### src/rtl/decode_pipe_stage.sv
// Instruction decode stage: turns a fetched RV32 instruction into the registered ID/EX bundle,
// with optional write-back forwarding and an EMPTY/FULL handshake supporting stall and flush.
module decode_pipe_stage #(
    parameter int XLEN      = 32,
    parameter int REG_AW    = 5,
    parameter int BYPASS_EN = 1
) (
    input  logic              clk,
    input  logic              rst,
    input  logic [31:0]       inst,
    input  logic [XLEN-1:0]   inst_addr,
    input  logic              inst_valid,
    output logic              id_ready,
    output logic [REG_AW-1:0] rs1_addr,
    output logic [REG_AW-1:0] rs2_addr,
    input  logic [XLEN-1:0]   rs1_data_in,
    input  logic [XLEN-1:0]   rs2_data_in,
    input  logic              wb_wen,
    input  logic [REG_AW-1:0] wb_addr,
    input  logic [XLEN-1:0]   wb_data,
    input  logic              ex_ready,
    input  logic              flush,
    output logic              ex_valid,
    output logic [31:0]       ex_inst,
    output logic [XLEN-1:0]   ex_inst_addr,
    output logic [XLEN-1:0]   ex_op1,
    output logic [XLEN-1:0]   ex_op2,
    output logic [XLEN-1:0]   ex_imm,
    output logic [REG_AW-1:0] ex_rd_addr,
    output logic              ex_rd_wen,
    output logic              ex_illegal
);
    localparam logic [6:0] OP_IMM    = 7'h13;
    localparam logic [6:0] OP_REG    = 7'h33;
    localparam logic [6:0] OP_BRANCH = 7'h63;
    localparam logic [6:0] OP_JAL    = 7'h6F;
    localparam logic [6:0] OP_JALR   = 7'h67;
    localparam logic [6:0] OP_LUI    = 7'h37;
    localparam logic [6:0] OP_AUIPC  = 7'h17;
    localparam bit         FWD       = (BYPASS_EN != 0);

    typedef enum logic {EMPTY = 1'b0, FULL = 1'b1} state_t;

    state_t            state_q;
    logic [6:0]        opcode;
    logic [2:0]        funct3;
    logic [REG_AW-1:0] rs1_a, rs2_a, rd_d;
    logic [31:0]       imm32;
    logic              wen_d, ill_d;
    logic [XLEN-1:0]   op1_d, op2_d, imm_d;

    logic [31:0]       inst_q;
    logic [XLEN-1:0]   addr_q, op1_q, op2_q, imm_q;
    logic [REG_AW-1:0] rd_q;
    logic              wen_q, ill_q;

    assign opcode = inst[6:0];
    assign funct3 = inst[14:12];

    always_comb begin
        rs1_a = '0;
        rs2_a = '0;
        rd_d  = '0;
        imm32 = '0;
        wen_d = 1'b0;
        ill_d = 1'b0;
        case (opcode)
            OP_IMM, OP_JALR: begin
                if (opcode == OP_IMM || funct3 == 3'b000) begin
                    rs1_a = REG_AW'(inst[19:15]);
                    rd_d  = REG_AW'(inst[11:7]);
                    wen_d = 1'b1;
                    imm32 = {{20{inst[31]}}, inst[31:20]};
                end else begin
                    ill_d = 1'b1;
                end
            end
            OP_REG: begin
                rs1_a = REG_AW'(inst[19:15]);
                rs2_a = REG_AW'(inst[24:20]);
                rd_d  = REG_AW'(inst[11:7]);
                wen_d = 1'b1;
            end
            OP_BRANCH: begin
                if (funct3 != 3'b010 && funct3 != 3'b011) begin
                    rs1_a = REG_AW'(inst[19:15]);
                    rs2_a = REG_AW'(inst[24:20]);
                    imm32 = {{20{inst[31]}}, inst[7], inst[30:25], inst[11:8], 1'b0};
                end else begin
                    ill_d = 1'b1;
                end
            end
            OP_JAL: begin
                rd_d  = REG_AW'(inst[11:7]);
                wen_d = 1'b1;
                imm32 = {{12{inst[31]}}, inst[19:12], inst[20], inst[30:21], 1'b0};
            end
            OP_LUI, OP_AUIPC: begin
                rd_d  = REG_AW'(inst[11:7]);
                wen_d = 1'b1;
                imm32 = {inst[31:12], 12'b0};
            end
            default: ill_d = 1'b1;
        endcase
    end

    assign imm_d    = XLEN'($signed(imm32));
    assign rs1_addr = rs1_a;
    assign rs2_addr = rs2_a;

    // A zero address yields zero, which also keeps x0 writes from being forwarded.
    always_comb begin
        op1_d = '0;
        op2_d = '0;
        if (rs1_a != '0) op1_d = (FWD && wb_wen && wb_addr == rs1_a) ? wb_data : rs1_data_in;
        if (rs2_a != '0) op2_d = (FWD && wb_wen && wb_addr == rs2_a) ? wb_data : rs2_data_in;
    end

    assign id_ready = (state_q == EMPTY || ex_ready) && !flush;

    always_ff @(posedge clk or posedge rst) begin
        if (rst) begin
            state_q <= EMPTY;
            inst_q  <= '0;
            addr_q  <= '0;
            op1_q   <= '0;
            op2_q   <= '0;
            imm_q   <= '0;
            rd_q    <= '0;
            wen_q   <= 1'b0;
            ill_q   <= 1'b0;
        end else if (flush) begin
            state_q <= EMPTY;
            wen_q   <= 1'b0;
        end else if (id_ready) begin
            if (inst_valid) begin
                state_q <= FULL;
                inst_q  <= inst;
                addr_q  <= inst_addr;
                op1_q   <= op1_d;
                op2_q   <= op2_d;
                imm_q   <= imm_d;
                rd_q    <= rd_d;
                wen_q   <= wen_d;
                ill_q   <= ill_d;
            end else begin
                state_q <= EMPTY;
                wen_q   <= 1'b0;
            end
        end
    end

    assign ex_valid     = (state_q == FULL);
    assign ex_inst      = inst_q;
    assign ex_inst_addr = addr_q;
    assign ex_op1       = op1_q;
    assign ex_op2       = op2_q;
    assign ex_imm       = imm_q;
    assign ex_rd_addr   = rd_q;
    assign ex_rd_wen    = wen_q;
    assign ex_illegal   = ill_q;
endmodule

### config.mk
export PLATFORM = sky130hd
export DESIGN_NAME = decode_pipe_stage
export DESIGN_NICKNAME = d
export VERILOG_FILES = /design/src/rtl/decode_pipe_stage.sv
export SDC_FILE = /design/constraint.sdc
export NUM_CORES = 1
export LEC_CHECK = 0
export ABC_AREA = 1
export BUFFER_PORTS_ARGS = -buffer_cell sky130_fd_sc_hd__buf_2
export CORE_ASPECT_RATIO = 1.75
export CORE_MARGIN = 4
export CORE_UTILIZATION = 40
export DETAILED_ROUTE_END_ITERATION = 10
export PLACE_DENSITY = 0.69
export SETUP_SLACK_MARGIN = 0.4
export SYNTH_ARGS = -nofsm -noshare
export SYNTH_HDL_FRONTEND = slang
export SYNTH_SLANG_ARGS = --single-unit
### constraint.sdc
create_clock -name clk -period 6.8 [get_ports clk]
set_input_delay 1.36 -clock clk [delete_from_list [all_inputs] [get_ports clk]]
set_output_delay 1.36 -clock clk [all_outputs]
set_load 0.1 [all_outputs]
==> Word level (Yosys, flattened, before mapping) <==
Cells that the tools add are included.
{ "op_classes": {"reduce_logical": 15, "eq_ne": 11, "n_mux": 25, "n_bitwise": 2} }
{ "op_table": {"columns": ["operator", "count"], "rows": [
  ["$mux W32", 6],
  ["$pmux W32 S4", 1],
  ["$eq A7 B7 Y1 const B", 3],
  ["$mux W5", 4],
  ["$pmux W5 S2", 2],
  ["$pmux W5 S3", 1],
  ["$eq A7 B5 Y1 const B", 2],
  ["$eq A7 B6 Y1 const B", 2],
  ["$eq A5 B5 Y1", 2],
  ["$reduce_bool A5 Y1", 2],
  ["$mux W1", 9],
  ["$ne A3 B2 Y1 const B", 2],
  ["$logic_and A1 B1 Y1", 4],
  ["$reduce_or A2 Y1", 2],
  ["$reduce_or A4 Y1", 1],
  ["$logic_not A3 Y1", 1],
  ["$pmux W1 S3", 1],
  ["$reduce_and A3 Y1", 1],
  ["$logic_or A1 B1 Y1", 2],
  ["$not A1 Y1", 2],
  ["$pmux W1 S2", 1],
  ["$reduce_bool A2 Y1", 1],
  ["$logic_not A1 Y1", 1]
]} }
{ "word_totals": {"in_bits": 171, "regBits": 168, "out_inout_bits": 179, "wordCells": 62} }

==> Longest topological paths before layout <==
Gate-level depths: netlist (run 1).
{ "depth": {"word_depth": 8, "ltp_mapped": 16, "depth_no_buf": 14} }

==> Worst setup path before layout (run 1) <==
No wires, ideal clock.
{ "synth_path": {"kind": "input-to-output", "start": "in inst[6]", "end": "out rs2_addr[0]", "path_slack_ps": 2253, "t_required_ps": 5440, "arrival_time_ps": 3187, "stages": 5, "path_cell_list": "inv_2 -> nand2_1 -> nor2_4 -> nand2_1 -> o21ai_1"} }
{ "synth_between": {"elab_chain_len": 2, "word_cells_on_any_way": 3, "cone_classes": "eq/ne (2); mux (1)"} }
{ "synth_lines": {"columns": ["item", "line", "source"], "rows": [
  ["start, declared", "10", "input logic [31:0] inst,"],
  ["$eq A7 B7 Y1 / $eq A7 B6 Y1 (equally long branches)", "67", "case (opcode)"],
  ["$pmux W5 S2 *", "67", null],
  ["end, declared", "15", "output logic [REG_AW-1:0] rs2_addr,"]
]} }
Every way passes the cells marked *; elsewhere a longest branch is shown, timed or not.

==> Worst setup path in the final report (run 1) <==
{ "layout_path": {"start": "in inst[2]", "end": "out rs1_addr[4]"} }
{ "layout_between": {"elab_chain_len": 4, "word_cells_on_any_way": 8, "cone_classes": "eq/ne (4); mux (2); reduce/logical (2)"} }
{ "layout_lines": {"columns": ["item", "line", "source"], "rows": [
  ["$eq A7 B5 Y1", "67, 69", null],
  ["$logic_or A1 B1 Y1", "69", "if (opcode == OP_IMM || funct3 == 3'b000) begin"],
  ["$mux W5", "69", null],
  ["$pmux W5 S3 *", "67", null],
  ["end, declared", "14", "output logic [REG_AW-1:0] rs1_addr,"]
]} }
Marks and branches as above.

==> results.ini, run 1 <==
[outcome]
outcome=finished, final reports clean

[place]
dpl.hpwl_mm=21.8
dp_cells=1647
place.gp.congestion=0.855
port_buffers=349

[floorplan]
die_h_um=199
dieArea_mm2=0.0232
start_util_pct=40.7
rows=69
die_x_um=117
fp.coreArea_mm2=0.0204
ios=350

[synthesis]
ys_warn_count=0
synth_area_leaders=dfrtp_1 (51%), nand2_1 (21%), nand3_1 (5.7%), inv_1 (5.7%), nand4_1 (4.8%)
synthCells=1103
postSynthAreaPerCell_um2=7.52
synth_cell_type_count=26
yosysTopAreaCell=dfrtp_1
synth-seq-cells=168
yosysSeqAreaShare_pct=50.7
syn-num-nets=1274
synth_area_mm2=0.00830
yosys.area.top_type_share_pct=50.7

[clock_network]
cts_hold_buffers=0
clk_pin_slew_ns=0.07
htreeDepth=4
insertion_delay_ns=0.43
cts_sinks=168
clock_path_buffers=2
cts_setup_buffers=0
numCtsBuffers=17
tritoncts=yes
cts_resized=0
clockRootBuffer=clkbuf_16

[critical_path]
path_cells=buf_2, inv_2, nand2_1, nor2_4, nand2_1, nand2_2, nand2_1, nand2_1, nand2_1, inv_1, buf_2
worstPathArrival_ns=3.09
critPathRequiredTime_ns=5.44
critical-path-slowest-cell=buf_2
ff2ff_setup_slack_ns=4.30
end_kind=output pin
critPathLaunchType=primary input
slowest_delay_ns=0.42
path_class=in -> out
cp_common_cell=nand2_1
worst-path-max-fanout=14

[timing]
fin_skew_ns=0.00522
setup-violations-final=0
setup_tns_ns=0
finalHoldViolCount=0
fin_crit_sh_pct=65.5
rsz0062_at_grt=no
worstMarginPinSlew_ns=1.08
drv_slew=0
fin_crit_ns=4.45
whs_ns=0.475
slew_headroom_pct=28.3
clock.fmax_mhz=225

[power]
power_uw=2940
powerDensity_mw_per_mm2=274
max-vdd-ir-drop_mv=0.211
p_leak_uw=0.00661

[global_routing]
grt_start_max_net_pins=115
grt_pass1_vias=8448
antenna_found_initial=2
grt_pass1_wl_mm=45.1
grt_usage_pct=25.1
grt_overflow_total=0

[hold_path]
hold_class=reg -> reg

[routing]
dr.pass1.iters=6
ant_nets=0
route.vias.total=8467
drtIter0Drc=872
wl_per_cell_um=17.6
viasPerCell=5.04
wirelength_mm=29.5
drc=0

[layout]
nets=1589
drive_above_1_share_pct=29.3
fin_util_pct=52.6
layout.cells.non_filler=1679
n_fill_cell=2033
area_growth_pct=29.1

[flow_run]
cap_violations=0

==> path summary, 6_finish.rpt <==
check / startpoint / endpoint / cells past startpoint
setup / recovery: inst[2] / rs1_addr[4] / 11
hold reg to reg: ex_inst_addr[3]$_DFFE_PP0P_ / ex_inst_addr[3]$_DFFE_PP0P_ / 2
max in group asynchronous: rst / ex_op2[4]$_DFFE_PP0P_ / 3
min in group asynchronous: rst / ex_inst_addr[7]$_DFFE_PP0P_ / 2
hold / removal: ex_inst_addr[3]$_DFFE_PP0P_ / ex_inst_addr[3]$_DFFE_PP0P_ / 2
setup reg to reg: ex_valid$_DFFE_PP0P_ / ex_rd_addr[0]$_DFFE_PP0P_ / 5
==> registers in the layout, summed over array words and instances, names as in the netlist <==
name	count
ex_inst_addr	32
ex_op1	32
ex_inst	32
ex_imm	32
ex_rd_wen	1
ex_op2	32
ex_rd_addr	5
ex_valid	1
ex_illegal	1
==> area by class of cell <==
type | count | area, µm² | share of cell area (%)
Multi-Input combinational cell | 739 | 3320 | 31.0
Antenna cell | 1 | 2.50 | 0.0234
Timing Repair Buffer | 355 | 1790 | 16.7
Sequential cell | 168 | 4200 | 39.2
Inverter | 137 | 519 | 4.85
Clock inverter | 12 | 119 | 1.11
Tap cell | 248 | 310 | 2.90
Clock buffer | 19 | 443 | 4.13
==> power breakdown <==
part           leakage (µW)  internal, µW  switching [µW]
Clock              0.000266           517             432
Sequential          0.00223          1070            38.6
Combinational       0.00411           135             749
Total               0.00661          1720            1220
==> cells in the mapped netlist (all sizes together) <==
cell	count
a21boi	6
a21o	1
a21oi	3
a22oi	4
a31oi	1
buf	32
clkbuf	27
dfrtp	168
inv	137
nand2	469
nand3	97
nand4	64
nor2	29
nor3	3
o211ai	2
o21ai	58
o31ai	1
o32a	1
==> stage by stage <==
step	area, µm²	setup WS (ns)
after global routing	10700	2.24
after global placement	10100	2.43
after CTS	10700	2.37
after detailed placement	10100	2.39
after floorplan	8300	0.893
final	10700	2.35
==> metal layers <==
layer | vias up | share of wire (%) | global-route usage (%)
met5 | - | 0.024 | 0
met4 | 2 | 2.8 | 9.18
met3 | 49 | 6.7 | 5.02
met2 | 350 | 53 | 45.1
met1 | 3958 | 37 | 29.0
li1 | 4108 | - | -
==> kinds of logic after synthesis <==
family          after synthesis  share of synthesized area, %
buf+inv                     196                          9.63
simple gates                662                          34.5
compound gates               77                          5.22
flops                       168                          50.7
==> worst max-delay path, delay by kind of cell <==
kind	cells	cell delay, ns
buffers and inverters	4	0.68
and+or+nand+nor	7	1.04
==> cells in the final DEF, fill, tap and decap left out, types with 2 or more instances in the layout <==
| cell | n |
|---|---|
| nor2_2 | 4 |
| a22oi_1 | 4 |
| nor2_1 | 17 |
| o211ai_1 | 2 |
| clkinv_4 | 4 |
| nor2_4 | 8 |
| clkbuf_16 | 17 |
| o21ai_1 | 2 |
| nand2_1 | 465 |
| nand3_2 | 3 |
| clkinvlp_4 | 3 |
| inv_6 | 4 |
| dfrtp_1 | 168 |
| a21boi_0 | 6 |
| inv_1 | 124 |
| buf_4 | 6 |
| a21oi_1 | 2 |
| nand2_2 | 3 |
| o21ai_0 | 56 |
| nand3_1 | 94 |
| nand4_1 | 64 |
| nor3_1 | 3 |
| inv_2 | 12 |
| buf_2 | 349 |
No activity file was read; power rests on OpenSTA's default activity.
==> inputs of run 2 (changes only) <==
clock period = 4.2 ns   (was 6.8 ns; I/O delays follow)
==> run 2 against run 1 <==
Against the previous run: total power up 63%; setup slack worse by 1.5 ns; combinational power up 63%; design area increased by 0.88%; utilization rose by 0.46 points; sequential cell count unchanged.
==> results.ini, run 2 (same netlist as run 1, synthesis figures left out) <==
[critical_path]
slowest_delay_ns=0.42  ; about the same
worst-path-max-fanout=14  ; unchanged
path_class=in -> out
critPathLaunchType=primary input
worstPathArrival_ns=2.54  ; -0.55 ns
critical-path-slowest-cell=buf_2
cp_common_cell=nand2_1
end_kind=output pin
path_cells=buf_2, nand2_1, nor2_4, nand2_1, nand2_2, nand2_1, nand2_1, nand2_1, inv_1, buf_2
critPathRequiredTime_ns=3.36  ; -2.08 ns

[global_routing]
grt_overflow_total=0  ; unchanged
grt_pass1_vias=8439  ; -0.11%
grt_start_max_net_pins=89  ; -23%
grt_pass1_wl_mm=45.0  ; -0.12%
grt_usage_pct=25.0  ; -0.050 points
antenna_found_initial=2  ; unchanged

[routing]
wirelength_mm=29.0  ; -1.5%
ant_nets=0  ; unchanged
dr.pass1.iters=8  ; +2
wl_per_cell_um=17.2  ; -2.1%
viasPerCell=5.03  ; -0.20%
drc=0  ; unchanged
drtIter0Drc=849  ; -2.6%
route.vias.total=8495  ; +0.33%

[flow_run]
cap_violations=0  ; unchanged

[timing]
fin_crit_sh_pct=80.4
clock.fmax_mhz=296
fin_crit_ns=3.38
worstMarginPinSlew_ns=0.941  ; -0.135 ns
setup-violations-final=0  ; unchanged
setup_tns_ns=0  ; unchanged
slew_headroom_pct=37.1  ; +8.8 points
fin_skew_ns=0.00859  ; +0.00336 ns
drv_slew=0  ; unchanged
rsz0062_at_grt=no
whs_ns=0.330  ; -0.145 ns
finalHoldViolCount=0  ; unchanged

[clock_network]
cts_hold_buffers=0  ; unchanged
clockRootBuffer=clkbuf_16
cts_setup_buffers=0  ; unchanged
numCtsBuffers=17  ; unchanged
clock_path_buffers=2  ; unchanged
insertion_delay_ns=0.43  ; about the same
htreeDepth=4  ; unchanged
cts_sinks=168  ; unchanged
tritoncts=yes
clk_pin_slew_ns=0.07  ; about the same
cts_resized=0  ; unchanged

[place]
placed_area_mm2=0.0102  ; +0.75%
place.gp.congestion=0.858  ; +0.30%
port_buffers=349  ; unchanged
dpl.hpwl_mm=21.6  ; -1.1%

[layout]
mostFrequentLayoutCells=nand2_1 (465), buf_2 (349), dfrtp_1 (168), inv_1 (124), nand3_1 (94)
seq_area_mm2=0.00420  ; unchanged
nets=1596  ; +0.44%
n_fill_cell=2019  ; -0.69%
multi_input_area_mm2=0.00332  ; unchanged
layout_commonest_cell=nand2_1
drive_above_1_share_pct=29.8  ; +0.46 points
area_growth_pct=30.2
fin_area_mm2=0.0108  ; +0.88%

[outcome]
outcome=finished, final reports clean

[power]
p_leak_uw=0.00666  ; +0.78%
max-vdd-ir-drop_mv=0.306  ; +45%
powerDensity_mw_per_mm2=444  ; +62%

[floorplan]
dieArea_mm2=0.0232  ; unchanged
rows=69  ; unchanged
ios=350  ; unchanged
die_h_um=199  ; unchanged
die_x_um=117  ; unchanged
fp.coreArea_mm2=0.0204  ; unchanged
start_util_pct=40.7  ; unchanged

[hold_path]
hold_class=in -> async

[run 2: final timing paths]
path                                                end  cells past startpoint  slack (ns)                   start
min reg2reg                      ex_op2[23]$_DFFE_PP0P_                      2        0.48  ex_op2[23]$_DFFE_PP0P_
min                              ex_op1[29]$_DFFE_PP0P_                      2        0.33                     rst
max reg2reg                ex_inst_addr[12]$_DFFE_PP0P_                      6        1.83    ex_valid$_DFFE_PP0P_
max in group asynchronous        ex_imm[24]$_DFFE_PP0P_                      3        3.14                     rst
min in group clk                 ex_op2[23]$_DFFE_PP0P_                      2        0.48  ex_op2[23]$_DFFE_PP0P_
max                                         rs1_addr[4]                     10        0.82                 inst[1]
[run 2: report_power, final]
| part | switching (µW) | internal [µW] | total, µW | leakage, µW |
|---|---|---|---|---|
| clock network | 717 | 849 | 1570 | 0.000278 |
| logic | 1210 | 224 | 1440 | 0.00415 |
| registers | 61.4 | 1730 | 1790 | 0.00223 |
| total | 1990 | 2800 | 4800 | 0.00666 |
[run 2: per-layer routing]
| layer | up-vias | routed length (µm) | GRT usage [%] |
|---|---|---|---|
| met5 | - | 0 | 0 |
| met4 | 0 | 1090 | 11.9 |
| met3 | 68 | 2180 | 5.81 |
| met2 | 398 | 15100 | 42.8 |
| met1 | 3901 | 10600 | 29.3 |
| li1 | 4128 | - | - |
[run 2: cell type report]
| cell class | count | share of cell area, % |
|---|---|---|
| timing repair buffer | 362 | 17.3 |
| multi-input combinational | 739 | 30.8 |
| clock buffer | 18 | 4.06 |
| antenna | 2 | 0.0463 |
| clock inverter | 14 | 1.27 |
| sequential | 168 | 38.9 |
| inverter | 137 | 4.79 |
| tap | 248 | 2.87 |
[run 2: critical path: cells and delay by family]
family,cells,cell delay [ns]
buf+inv,3,0.61
simple gates,7,1.07
[run 2: through the flow]
stage               instances  setup WS [ns]  utilization (%)  total power [µW]
floorplan                1103          0.408                -              2930
global route             1688          0.717             53.0              4970
finish                   1688          0.825             53.0              4800
CTS                      1686          0.831             53.0              4840
detailed placement       1654          0.835             50.2              3270
global placement         1654          0.883             50.2              3260
